**config.mk**
```make
export PLATFORM = sky130hd
export DESIGN_NAME = fetch_unit
export DESIGN_NICKNAME = d
export VERILOG_FILES = /design/src/rtl/fetch_unit.sv
export SDC_FILE = /design/constraint.sdc
export NUM_CORES = 1
export LEC_CHECK = 0
export ABC_AREA = 1
export BUFFER_PORTS_ARGS = -buffer_cell sky130_fd_sc_hd__buf_2
export CORE_MARGIN = 10
export CORE_UTILIZATION = 58
export CTS_CLUSTER_DIAMETER = 40
export CTS_CLUSTER_SIZE = 8
export DETAILED_ROUTE_END_ITERATION = 8
export MAX_ROUTING_LAYER = met4
export PLACE_DENSITY = 0.88
export SETUP_SLACK_MARGIN = 0.5
export SLEW_MARGIN = 20
export SYNTH_ARGS = -nofsm -noshare
export SYNTH_HDL_FRONTEND = slang
export SYNTH_SLANG_ARGS = --single-unit
```
**constraint.sdc**
```tcl
create_clock -name CLK -period 7.3 [get_ports CLK]
set_clock_uncertainty 0.15 [all_clocks]
set_input_delay 0.365 -clock CLK [delete_from_list [all_inputs] [get_ports CLK]]
set_output_delay 0.365 -clock CLK [all_outputs]
set_load 0.01 [all_outputs]
```
**src/rtl/fetch_unit.sv**
```systemverilog
// -----------------------------------------------------------------------------
// fetch_unit
//
// Instruction fetch front end. The unit issues single-cycle instruction memory
// reads at the address presented by the program counter. It holds returned
// words, each tagged with its fetch address, in a small FIFO that feeds decode.
//
// Ports
//   CLK          in   1    sole clock, rising edge
//   init_n       in   1    synchronous active-low reset
//   PC           in   AW   address to fetch
//   halt         in   1    stop issuing new fetches (in-flight/buffered drain)
//   flush        in   1    branch taken: drop buffered and in-flight fetches
//   pc_ack       out  1    fetch issued this cycle, PC may advance
//   imem_addr    out  AW   memory read address (always equal to PC)
//   imem_rd      out  1    memory read strobe
//   imem_rdata   in   IW   read data, valid one cycle after imem_rd
//   instr        out  IW   head-of-buffer instruction (0 when empty)
//   instr_pc     out  AW   address of instr (0 when empty)
//   instr_valid  out  1    buffer non-empty
//   dec_ready    in   1    decode consumes instr this cycle
//   done         out  1    halted with buffer empty and nothing in flight
//   fetch_count  out  16   saturating count of instructions handed to decode
// -----------------------------------------------------------------------------
module fetch_unit #(
    parameter int unsigned AW    = 10,
    parameter int unsigned IW    = 9,
    parameter int unsigned DEPTH = 2
) (
    input  logic          CLK,
    input  logic          init_n,
    input  logic [AW-1:0] PC,
    input  logic          halt,
    input  logic          flush,
    output logic          pc_ack,
    output logic [AW-1:0] imem_addr,
    output logic          imem_rd,
    input  logic [IW-1:0] imem_rdata,
    output logic [IW-1:0] instr,
    output logic [AW-1:0] instr_pc,
    output logic          instr_valid,
    input  logic          dec_ready,
    output logic          done,
    output logic [15:0]   fetch_count
);

    localparam int unsigned PW = (DEPTH > 1) ? $clog2(DEPTH) : 1;
    localparam int unsigned CW = PW + 1;

    typedef logic [PW-1:0] ptr_t;
    typedef logic [CW-1:0] cnt_t;

    localparam cnt_t DepthC = cnt_t'(DEPTH);

    // Buffer storage (no reset needed: validity is tracked by count_q)
    logic [IW-1:0] data_q [DEPTH];
    logic [AW-1:0] addr_q [DEPTH];

    // Control state
    ptr_t          rd_ptr_q, rd_ptr_d;
    ptr_t          wr_ptr_q, wr_ptr_d;
    cnt_t          count_q, count_d;
    logic          inflight_q, inflight_d;
    logic [AW-1:0] infl_addr_q, infl_addr_d;
    logic          done_q, done_d;
    logic [15:0]   fetch_count_q, fetch_count_d;

    // Per-cycle events
    logic          pop;
    logic          push;
    logic          issue;
    cnt_t          occ;

    // -------------------------------------------------------------------------
    // Next-state and issue logic
    // -------------------------------------------------------------------------
    always_comb begin
        pop           = 1'b0;
        push          = 1'b0;
        issue         = 1'b0;
        occ           = '0;
        count_d       = count_q;
        rd_ptr_d      = rd_ptr_q;
        wr_ptr_d      = wr_ptr_q;
        inflight_d    = 1'b0;
        infl_addr_d   = infl_addr_q;
        fetch_count_d = fetch_count_q;
        done_d        = 1'b0;

        pop = (count_q != '0) && dec_ready;

        // Slots that will be occupied after this edge if nothing new is issued:
        // the pending read lands in the buffer and a pop frees its entry.
        occ = count_q + cnt_t'(inflight_q) - cnt_t'(pop);

        issue = init_n && !halt && !flush && (occ < DepthC);

        // A read completing in a flush cycle belongs to the wrong path.
        push = inflight_q && !flush;

        if (flush) begin
            count_d  = '0;
            rd_ptr_d = '0;
            wr_ptr_d = '0;
        end else begin
            if (push) begin
                wr_ptr_d = wr_ptr_q + ptr_t'(1);
            end
            if (pop) begin
                rd_ptr_d = rd_ptr_q + ptr_t'(1);
            end
            case ({push, pop})
                2'b10:   count_d = count_q + cnt_t'(1);
                2'b01:   count_d = count_q - cnt_t'(1);
                default: count_d = count_q;
            endcase
        end

        inflight_d = issue;
        if (issue) begin
            infl_addr_d = PC;
        end

        // A pop in a flush cycle still reached decode, so it is counted.
        if (pop && (fetch_count_q != 16'hFFFF)) begin
            fetch_count_d = fetch_count_q + 16'd1;
        end

        // Judged on the state this edge produces, so a flush is already applied.
        done_d = halt && (count_d == '0) && !inflight_d;
    end

    // -------------------------------------------------------------------------
    // Control registers
    // -------------------------------------------------------------------------
    always_ff @(posedge CLK) begin
        if (!init_n) begin
            rd_ptr_q      <= '0;
            wr_ptr_q      <= '0;
            count_q       <= '0;
            inflight_q    <= 1'b0;
            infl_addr_q   <= '0;
            done_q        <= 1'b0;
            fetch_count_q <= '0;
        end else begin
            rd_ptr_q      <= rd_ptr_d;
            wr_ptr_q      <= wr_ptr_d;
            count_q       <= count_d;
            inflight_q    <= inflight_d;
            infl_addr_q   <= infl_addr_d;
            done_q        <= done_d;
            fetch_count_q <= fetch_count_d;
        end
    end

    // -------------------------------------------------------------------------
    // Buffer storage
    // -------------------------------------------------------------------------
    always_ff @(posedge CLK) begin
        if (init_n && push) begin
            data_q[wr_ptr_q] <= imem_rdata;
            addr_q[wr_ptr_q] <= infl_addr_q;
        end
    end

    // -------------------------------------------------------------------------
    // Outputs
    // -------------------------------------------------------------------------
    always_comb begin
        pc_ack      = issue;
        imem_rd     = issue;
        imem_addr   = PC;
        instr_valid = (count_q != '0);
        instr       = '0;
        instr_pc    = '0;
        if (count_q != '0) begin
            instr    = data_q[rd_ptr_q];
            instr_pc = addr_q[rd_ptr_q];
        end
        done        = done_q;
        fetch_count = fetch_count_q;
    end

endmodule

```
Word-level counts from Yosys, hierarchy flattened --
Memory sizes are Yosys's and may differ from the RTL's. A register that Yosys moved wholly into a read port is not among the register bits. Index checks and enable logic that the tools add are counted.
Word-level totals: bits in registers 32, bits in writable memories 38, bits of input ports 24, output and inout bits 49, logic and storage cells 46, memories 2
Operators by class: $add $sub $neg 7, order comparisons 1, equality and inequality tests 3, multiplexer cells 10, bitwise operators 1, reduce and logical (&&, ||, !) cells 15
Memories:
- addr_q | words 2, bits a word 10, rd ports 1, clocked after memory_dff 1, wr ports 1, line 57 | logic [AW-1:0] addr_q [DEPTH];
- data_q | words 2, bits a word 9, rd ports 1, clocked after memory_dff 1, wr ports 1, line 56 | logic [IW-1:0] data_q [DEPTH];
Operators by type and width (count):
- adder 16 x 1 -> 16 bit, second input constant | 1
- inequality test 16 bit, second input constant | 1
- 2-to-1 mux 10 bit | 1
- logical AND 1 bit | 9
- 2-to-1 mux 9 bit | 1
- 2-to-1 mux 1 bit | 6
- case mux 2 bit (2 select lines) | 1
- logical NOT 1 bit | 3
- adder 1 bit, second input constant | 2
- adder 2 x 1 -> 2 bit | 1
- adder 2 x 1 -> 2 bit, second input constant | 1
- equality test 2 x 1 -> 1 bit, second input constant | 1
- equality test 2 bit, second input constant | 1
- logical NOT 2 bit | 1
- < comparator 2 bit, second input constant | 1
- 2-to-1 mux 2 bit | 1
- nonzero test 2 bit | 1
- OR reduction 2 bit | 1
- subtractor 2 x 1 -> 2 bit | 1
- subtractor 2 x 1 -> 2 bit, second input constant | 1
- NOT 1 bit | 1

Longest topological paths before layout --
Gate-level depths: netlist (run 1).
depth in word-level cells 8, depth in mapped cells 13, gate-level depth less buffers 13

Worst setup path before layout (run 1) --
Ideal clock, no wire load.
path type in2reg, from input port init_n, to memory addr_q[0][0] (enable), setup time 0.419 ns, data arrival time 1.979 ns, data required time 6.731 ns, path slack 4.752 ns, cell stages on the path 3, path buffers 1, path through buf_2 > nand2_1 > nor3_1
On the way: longest elaborated chain between the ends 3
Ends and longest elaborated chain:
- start, declared | line 31 | input logic init_n,
- logical AND 1 bit | line 160 | if (init_n && push) begin
- 2-to-1 mux 1 bit | line 160
- 2-to-1 mux 1 bit (implied by the code) | line 162 | addr_q[wr_ptr_q] <= infl_addr_q;
- end, declared | line 57
Every way passes these cells.

Worst setup path in the final report (run 1) --
from register count_q[1], to output port imem_rd
On the way: longest elaborated chain between the ends 5, elaborated cells between the ends (all ways) 6, classes of those cells add/sub (2); order compare (1); reduce/logical (3)
Ends and longest elaborated chain:
- start, declared | line 62 | cnt_t count_q, count_d;
- start signal, assigned | line 148 | count_q <= count_d;
- nonzero test 2 bit | line 90 | pop = (count_q != '0) && dec_ready;
- logical AND 1 bit | line 90
- via pop | line 69 | logic pop;
- subtractor 2 x 1 -> 2 bit | line 94 | occ = count_q + cnt_t'(inflight_q) - cnt_t'(pop);
- < comparator 2 bit | line 96 | issue = init_n && !halt && !flush && (occ < DepthC);
- logical AND 1 bit | line 96
- end, declared | line 37 | output logic imem_rd,
The timed path passes the listed nets, and every way through them passes these cells.

==> flow_summary_export.csv, run 1 <==
group,metric,value,unit
power,p_leak,0.00170,uW
setup_path,crit_required,6780,ps
timing,hold_ws,65.2,ps
logic_synthesis,ys_seq_elements,71,
layout,antenna_cells,0,
layout,post-route-util,69.0,%
floorplan,core,5540,um^2
clocking,cts_hold_buffers,0,
timing,fin_setup_tns,0,ps
clocking,root_buffer,"clkbuf_8",
grt,grt_max_degree,21,
power,vdd_ir_drop_max,0.157,mV
floorplan,die_h,95.6,um
setup_path,crit_buf_inv,5,
flow_run,maxCapViolations,0,
drt,wl,7260,um
run_status,outcome,"finished clean",
setup_path,cp_max_fo,20,
setup_path,worstRegToRegCells,12,
setup_path,arrival,2800,ps
timing,worst_slew_pin_slew,679,ps
logic_synthesis,yosysWarnings,0,
grt,antenna_found_initial,0,
logic_synthesis,syn_avg_cell_area,8.47,um^2
logic_synthesis,ys_seq_area_share,54.4,%
setup_path,end_kind,"output port",
worst_hold_path,hold_path_class,"input port to flip-flop",
grt,grt_usage,16.9,%
logic_synthesis,syn_area,3310,um^2
layout,final_area,3820,um^2
timing,final-hold-violation-count,0,
drt,drtIter0Drc,220,
timing,slew_headroom,54.7,%
place,place_area,3630,um^2
clocking,post_cts_resize_count,0,
layout,mostFrequentLayoutCells,"nand2_1, buf_2, inv_1",
layout,finalNetCount,479,
floorplan,die_w,95.6,um
setup_path,crit_path_max_incr_delay,400,ps
floorplan,start_util,59.8,%
logic_synthesis,synth_nets,418,
place,dp_hpwl,5310,um
timing,drv_slew,0,
clocking,cts_buffers,9,
drt,drc,0,
setup_path,worst-setup-path-type,"flip-flop to output port",
layout,area_growth,15.3,%
grt,grt_pass1_vias,2583,
place,routabilityCongestion,0.842,
setup_path,cp-start-kind,"flip-flop",
logic_synthesis,synth_cells,391,
timing,period_share,45.4,%
drt,vias,2695,
drt,first_pass_iters,5,
place,io_buffers,72,
setup_path,rrSetupSlack,4600,ps
clocking,clock-sinks,71,
clocking,cts.reportedPaths.clkPinSlew,70,ps
setup_path,slowest_stage,"nand3_1",
worst_hold_path,hold_depth,1,
setup_path,critPathTopFamily,"simple AND/OR/NAND/NOR gates",
floorplan,ioPinCount,73,
timing,fin_crit,3310,ps
setup_path,path_cells,"nor2_1 -> buf_4 -> inv_2 -> nand2_2 -> inv_2 -> ha_1 -> nor2_1 -> or2_1 -> nand3_1 -> inv_1 -> buf_2",
power,power,766,uW
clocking,cts.path.max_buffers,2,
clocking,cts_tree,"built",
floorplan,rows,27,
clocking,postCtsSetupBuffers,0,
drt,vias_per_cell,5.09,
drt,wl_per_cell,13.7,um
setup_path,cp.depth,11,
logic_synthesis,yosys.cell_types.count,28,
drt,drtAntennaViolNets,0,
grt,grt_overflow,0,
timing,setup_violations,0,
grt,grt_pass1_wl,11800,um
layout,drive_gt1_share,23.9,%
layout,layout_commonest_cell,"nand2_1",
clocking,htree_levels,3,
timing,fmax,302,MHz
floorplan,dieArea,9140,um^2
clocking,clk_latency,340,ps
timing,rsz0062_at_grt,"no",
power,p_per_area,200,nW/um^2
flip-flops by register name, summed over array words and instances (netlist names), named ones only:
register / flops
addr_q: 20
count_q: 2
data_q: 18
done: 1
fetch_count: 16
infl_addr_q: 10
inflight_q: 1
rd_ptr_q: 1
wr_ptr_q: 1
per-stage QoR:
step | setup WS, ps | std cells
floorplan | 4750 | 391
global placement | 4490 | 513
detailed placement | 4390 | 513
CTS | 4000 | 529
global route | 3740 | 529
finish | 3990 | 529
metal layers:
layer	vias to the layer above	part of all wire [%]	track usage, %
li1	1361	-	-
met1	1218	44	20.4
met2	100	48	26.7
met3	16	6.0	3.93
met4	0	1.7	6.88
met5	-	0	-
cells in the mapped netlist, drive strengths merged:
cell type,number,share of area [%]
nor3,2,0.30
clkinv,1,0.11
o21ai,3,0.57
xor2,4,1.1
clkbuf,4,0.45
xnor2,3,0.79
dfxtp,33,20
or2,2,0.38
buf,21,4.4
ha,3,1.1
nor3b,2,0.45
inv,51,5.8
nand2,118,14
a21oi,34,5.9
nand4,17,3.2
nand3,12,1.8
nor2,43,5.6
edfxtp,38,34
path summary, 6_finish.rpt:
check | startpoint | end
setup / recovery | count_q[1]$_SDFF_PN0_ | imem_rd
hold reg to reg | infl_addr_q[5]$_SDFFE_PN0P_ | addr_q[0][5]$_DFFE_PP_
setup reg to reg | count_q[1]$_SDFF_PN0_ | infl_addr_q[9]$_SDFFE_PN0P_
hold / removal | imem_rdata[7] | data_q[0][7]$_DFFE_PP_
cell type report:
| type | instances | area (um^2) |
|---|---|---|
| Tap cell | 72 | 90.1 |
| Multi-Input combinational cell | 243 | 1160 |
| Fill cell | 418 | 1720 |
| Clock buffer | 12 | 145 |
| Clock inverter | 4 | 46.3 |
| Sequential cell | 71 | 1800 |
| Timing Repair Buffer | 75 | 383 |
| Inverter | 52 | 195 |
kinds of logic after synthesis:
family	count (synthesis)	share of synthesized area, %
buffers and inverters	77	10.8
XOR/XNOR	7	1.85
adder cells (fa/ha/maj)	3	1.13
AO/OA/AOI/OAI	37	6.50
AND/OR/NAND/NOR	196	25.4
flip-flops	71	54.4
report_power, final:
group / total, uW / switching (uW) / leakage, uW / internal (uW)
logic: 38.3 / 23.9 / 0.000989 / 14.4
registers: 429 / 3.58 / 0.000614 / 425
clock network: 298 / 133 / 0.0000940 / 166
total: 766 / 160 / 0.00170 / 605
(Power assumes the default switching activity.)
==> run 2: changes to the inputs <==
--- a/config.mk
+++ b/config.mk
@@ -8,12 +8,12 @@
 export ABC_AREA = 1
 export BUFFER_PORTS_ARGS = -buffer_cell sky130_fd_sc_hd__buf_2
 export CORE_MARGIN = 10
-export CORE_UTILIZATION = 58
+export CORE_UTILIZATION = 49
 export CTS_CLUSTER_DIAMETER = 40
 export CTS_CLUSTER_SIZE = 8
 export DETAILED_ROUTE_END_ITERATION = 8
 export MAX_ROUTING_LAYER = met4
-export PLACE_DENSITY = 0.88
+export PLACE_DENSITY = 0.8
 export SETUP_SLACK_MARGIN = 0.5
 export SLEW_MARGIN = 20
 export SYNTH_ARGS = -nofsm -noshare
==> constraint.sdc (replaced) <==
create_clock -name CLK -period 3 [get_ports CLK]
set_clock_uncertainty 0.15 [all_clocks]
set_input_delay 0.15 -clock CLK [delete_from_list [all_inputs] [get_ports CLK]]
set_output_delay 0.15 -clock CLK [all_outputs]
set_load 0.01 [all_outputs]
==> run 2 against run 1 <==
Compared with the run above:
- non-clock buffer count is 15 higher
- sequential share of layout area is 2.2 points lower
- sequential power is 140% higher
- hold slack worse by 53 ps
- cell area is 4.9% higher
- via count hardly changed
- clock-buffer cell count is 2 lower
- combinational power grew to 2.8 times the previous value
- first-iteration DRC count is 39% lower
- global-route usage is 2.1 points lower
- critical endpoint is now pc_ack
- largest cell class unchanged
- highest routed layer unchanged
==> flow_summary_export.csv, run 2 (synthesized netlist as in run 1, its figures left out) <==
group,metric,value,unit
drt,vias_per_cell,4.91,
timing,drv_slew,0,
drt,wl_per_cell,13.3,um
timing,fmax,422,MHz
timing,hold_ws,11.7,ps
floorplan,dieArea,10500,um^2
clocking,cts_buffers,9,
setup_path,crit_path_max_incr_delay,360,ps
drt,wl,7300,um
power,p_per_area,475,nW/um^2
clocking,cts.reportedPaths.clkPinSlew,70,ps
run_status,outcome,"finished clean",
layout,largest_reg_flops,20,
clocking,cts_tree,"built",
layout,mostFrequentLayoutCells,"nand2_1, buf_2, inv_1",
clocking,clock-sinks,71,
layout,register_area,1800,um^2
timing,rsz0062_at_grt,"no",
timing,fin_setup_tns,0,ps
timing,period_share,79.0,%
clocking,root_buffer,"clkbuf_8",
setup_path,worst-setup-path-type,"flip-flop to output port",
grt,grt_usage,14.8,%
setup_path,worstRegToRegCells,11,
place,routabilityCongestion,0.818,
layout,regMostFlops,"addr_q",
clocking,clk_latency,330,ps
setup_path,path_cells,"nor2_2 -> inv_2 -> nand2_2 -> inv_2 -> ha_1 -> xnor2_2 -> or2_4 -> nand3_4 -> inv_1 -> buf_2",
drt,drtIter0Drc,134,
power,power,1900,uW
layout,finalNetCount,494,
timing,final-hold-violation-count,0,
grt,antenna_found_initial,0,
flow_run,maxCapViolations,0,
floorplan,rows,29,
layout,area_growth,21.0,%
setup_path,critical_path.startpoint,"count_q[1]$_SDFF_PN0_",
setup_path,rrSetupSlack,990,ps
power,vdd_ir_drop_max,0.228,mV
place,dp_hpwl,5180,um
setup_path,end_kind,"output port",
layout,post-route-util,62.1,%
timing,setup_violations,0,
setup_path,r2r-start,"count_q[1]$_SDFF_PN0_",
setup_path,arrival,2070,ps
setup_path,critPathMostFrequentCell,"inv_2",
drt,drc,0,
floorplan,ioPinCount,73,
grt,grt_pass1_wl,12000,um
layout,drive_gt1_share,25.8,%
floorplan,core,6460,um^2
drt,drtAntennaViolNets,0,
place,io_buffers,72,
layout,multi_input_area,1190,um^2
layout,final_cells,549,
timing,fin_crit,2370,ps
drt,first_pass_iters,4,
worst_hold_path,hold_path_class,"input port to flip-flop",
power,p_leak,0.00177,uW
setup_path,crit_required,2700,ps
floorplan,die_h,102,um
floorplan,die_w,102,um
layout,fillers,538,
setup_path,cp-start-kind,"flip-flop",
place,dp_cells,519,
floorplan,start_util,51.3,%
clocking,htree_levels,3,
timing,worst_slew_pin_slew,583,ps
timing,slew_headroom,61.1,%
layout,layout_commonest_cell,"nand2_1",
setup_path,r2r_end,"infl_addr_q[3]$_SDFFE_PN0P_",
clocking,cts.path.max_buffers,2,
setup_path,endpoint,"pc_ack",
setup_path,slowest_stage,"dfxtp_2",
drt,vias,2694,
grt,grt_max_degree,21,
setup_path,cp_max_fo,12,
grt,grt_overflow,0,
grt,grt_pass1_vias,2600,
layout,antenna_cells,0,
==> run 2: changes by cell type in the layout (fill, tap and decap cells not counted), sizes merged <==
| cell | previous run | this run |
|---|---|---|
| buf | 75 | 78 |
| dlygate4sd3 | 0 | 12 |
| inv | 51 | 53 |
| clkbuf | 12 | 10 |
==> run 2: stage by stage <==
| stage | instance area (um^2) | worst slack [ps] |
|---|---|---|
| after floorplan | 3310 | 660 |
| after global placement | 3640 | 635 |
| after detailed placement | 3640 | 550 |
| after CTS | 3980 | 517 |
| after global routing | 4010 | 495 |
| final | 4010 | 630 |
==> run 2: layer usage <==
| metal | vias up | global-route usage, % | wire length [um] |
|---|---|---|---|
| li1 | 1393 | - | - |
| met1 | 1218 | 17.9 | 3410 |
| met2 | 77 | 23.3 | 3440 |
| met3 | 6 | 3.85 | 371 |
| met4 | 0 | 5.42 | 85 |
| met5 | - | - | 0 |
==> run 2: worst max-delay path, delay by kind of cell, from the launching register on <==
| kind | cells | cell delay, ps |
|---|---|---|
| simple gates | 4 | 650 |
| flops | 1 | 360 |
| fa+ha+maj | 1 | 220 |
| buf+inv | 4 | 340 |
| xor+xnor | 1 | 160 |
==> run 2: final cells by class <==
type,instances,share of cell area [%]
Tap cell,77,2.40
Sequential cell,71,45.0
Multi-Input combinational cell,243,29.7
Clock inverter,6,1.72
Clock buffer,10,3.18
Timing Repair Buffer,90,13.1
Inverter,52,4.87
==> run 2: worst min-delay path by stage <==
stage,startpoint,endpoint,cells after the start
after floorplan,imem_rdata[0],data_q[0][0]$_DFFE_PP_,0
after global placement,imem_rdata[0],data_q[1][0]$_DFFE_PP_,1
after detailed placement,imem_rdata[8],data_q[1][8]$_DFFE_PP_,1
after CTS,PC[9],infl_addr_q[9]$_SDFFE_PN0P_,5
after global routing,PC[9],infl_addr_q[9]$_SDFFE_PN0P_,5
final,PC[9],infl_addr_q[9]$_SDFFE_PN0P_,5
==> run 2: timing repair <==
item | 4_1_cts | 5_1_grt
hold endpoints to repair | 21 | 0
resized for setup | 4 | 5
setup buffers | 0 | 2
pin swaps | 0 | 2
setup endpoints to repair | 2 | 2
hold buffers | 12 | 0
gates cloned | 0 | 0
==> run 2: report_power, final <==
group | total [uW] | leakage (uW) | switching, uW | internal, uW
Combinational | 106 | 0.00106 | 59.9 | 46.5
Sequential | 1040 | 0.000615 | 8.41 | 1030
Clock | 754 | 0.0000973 | 364 | 390
Total | 1900 | 0.00177 | 432 | 1470
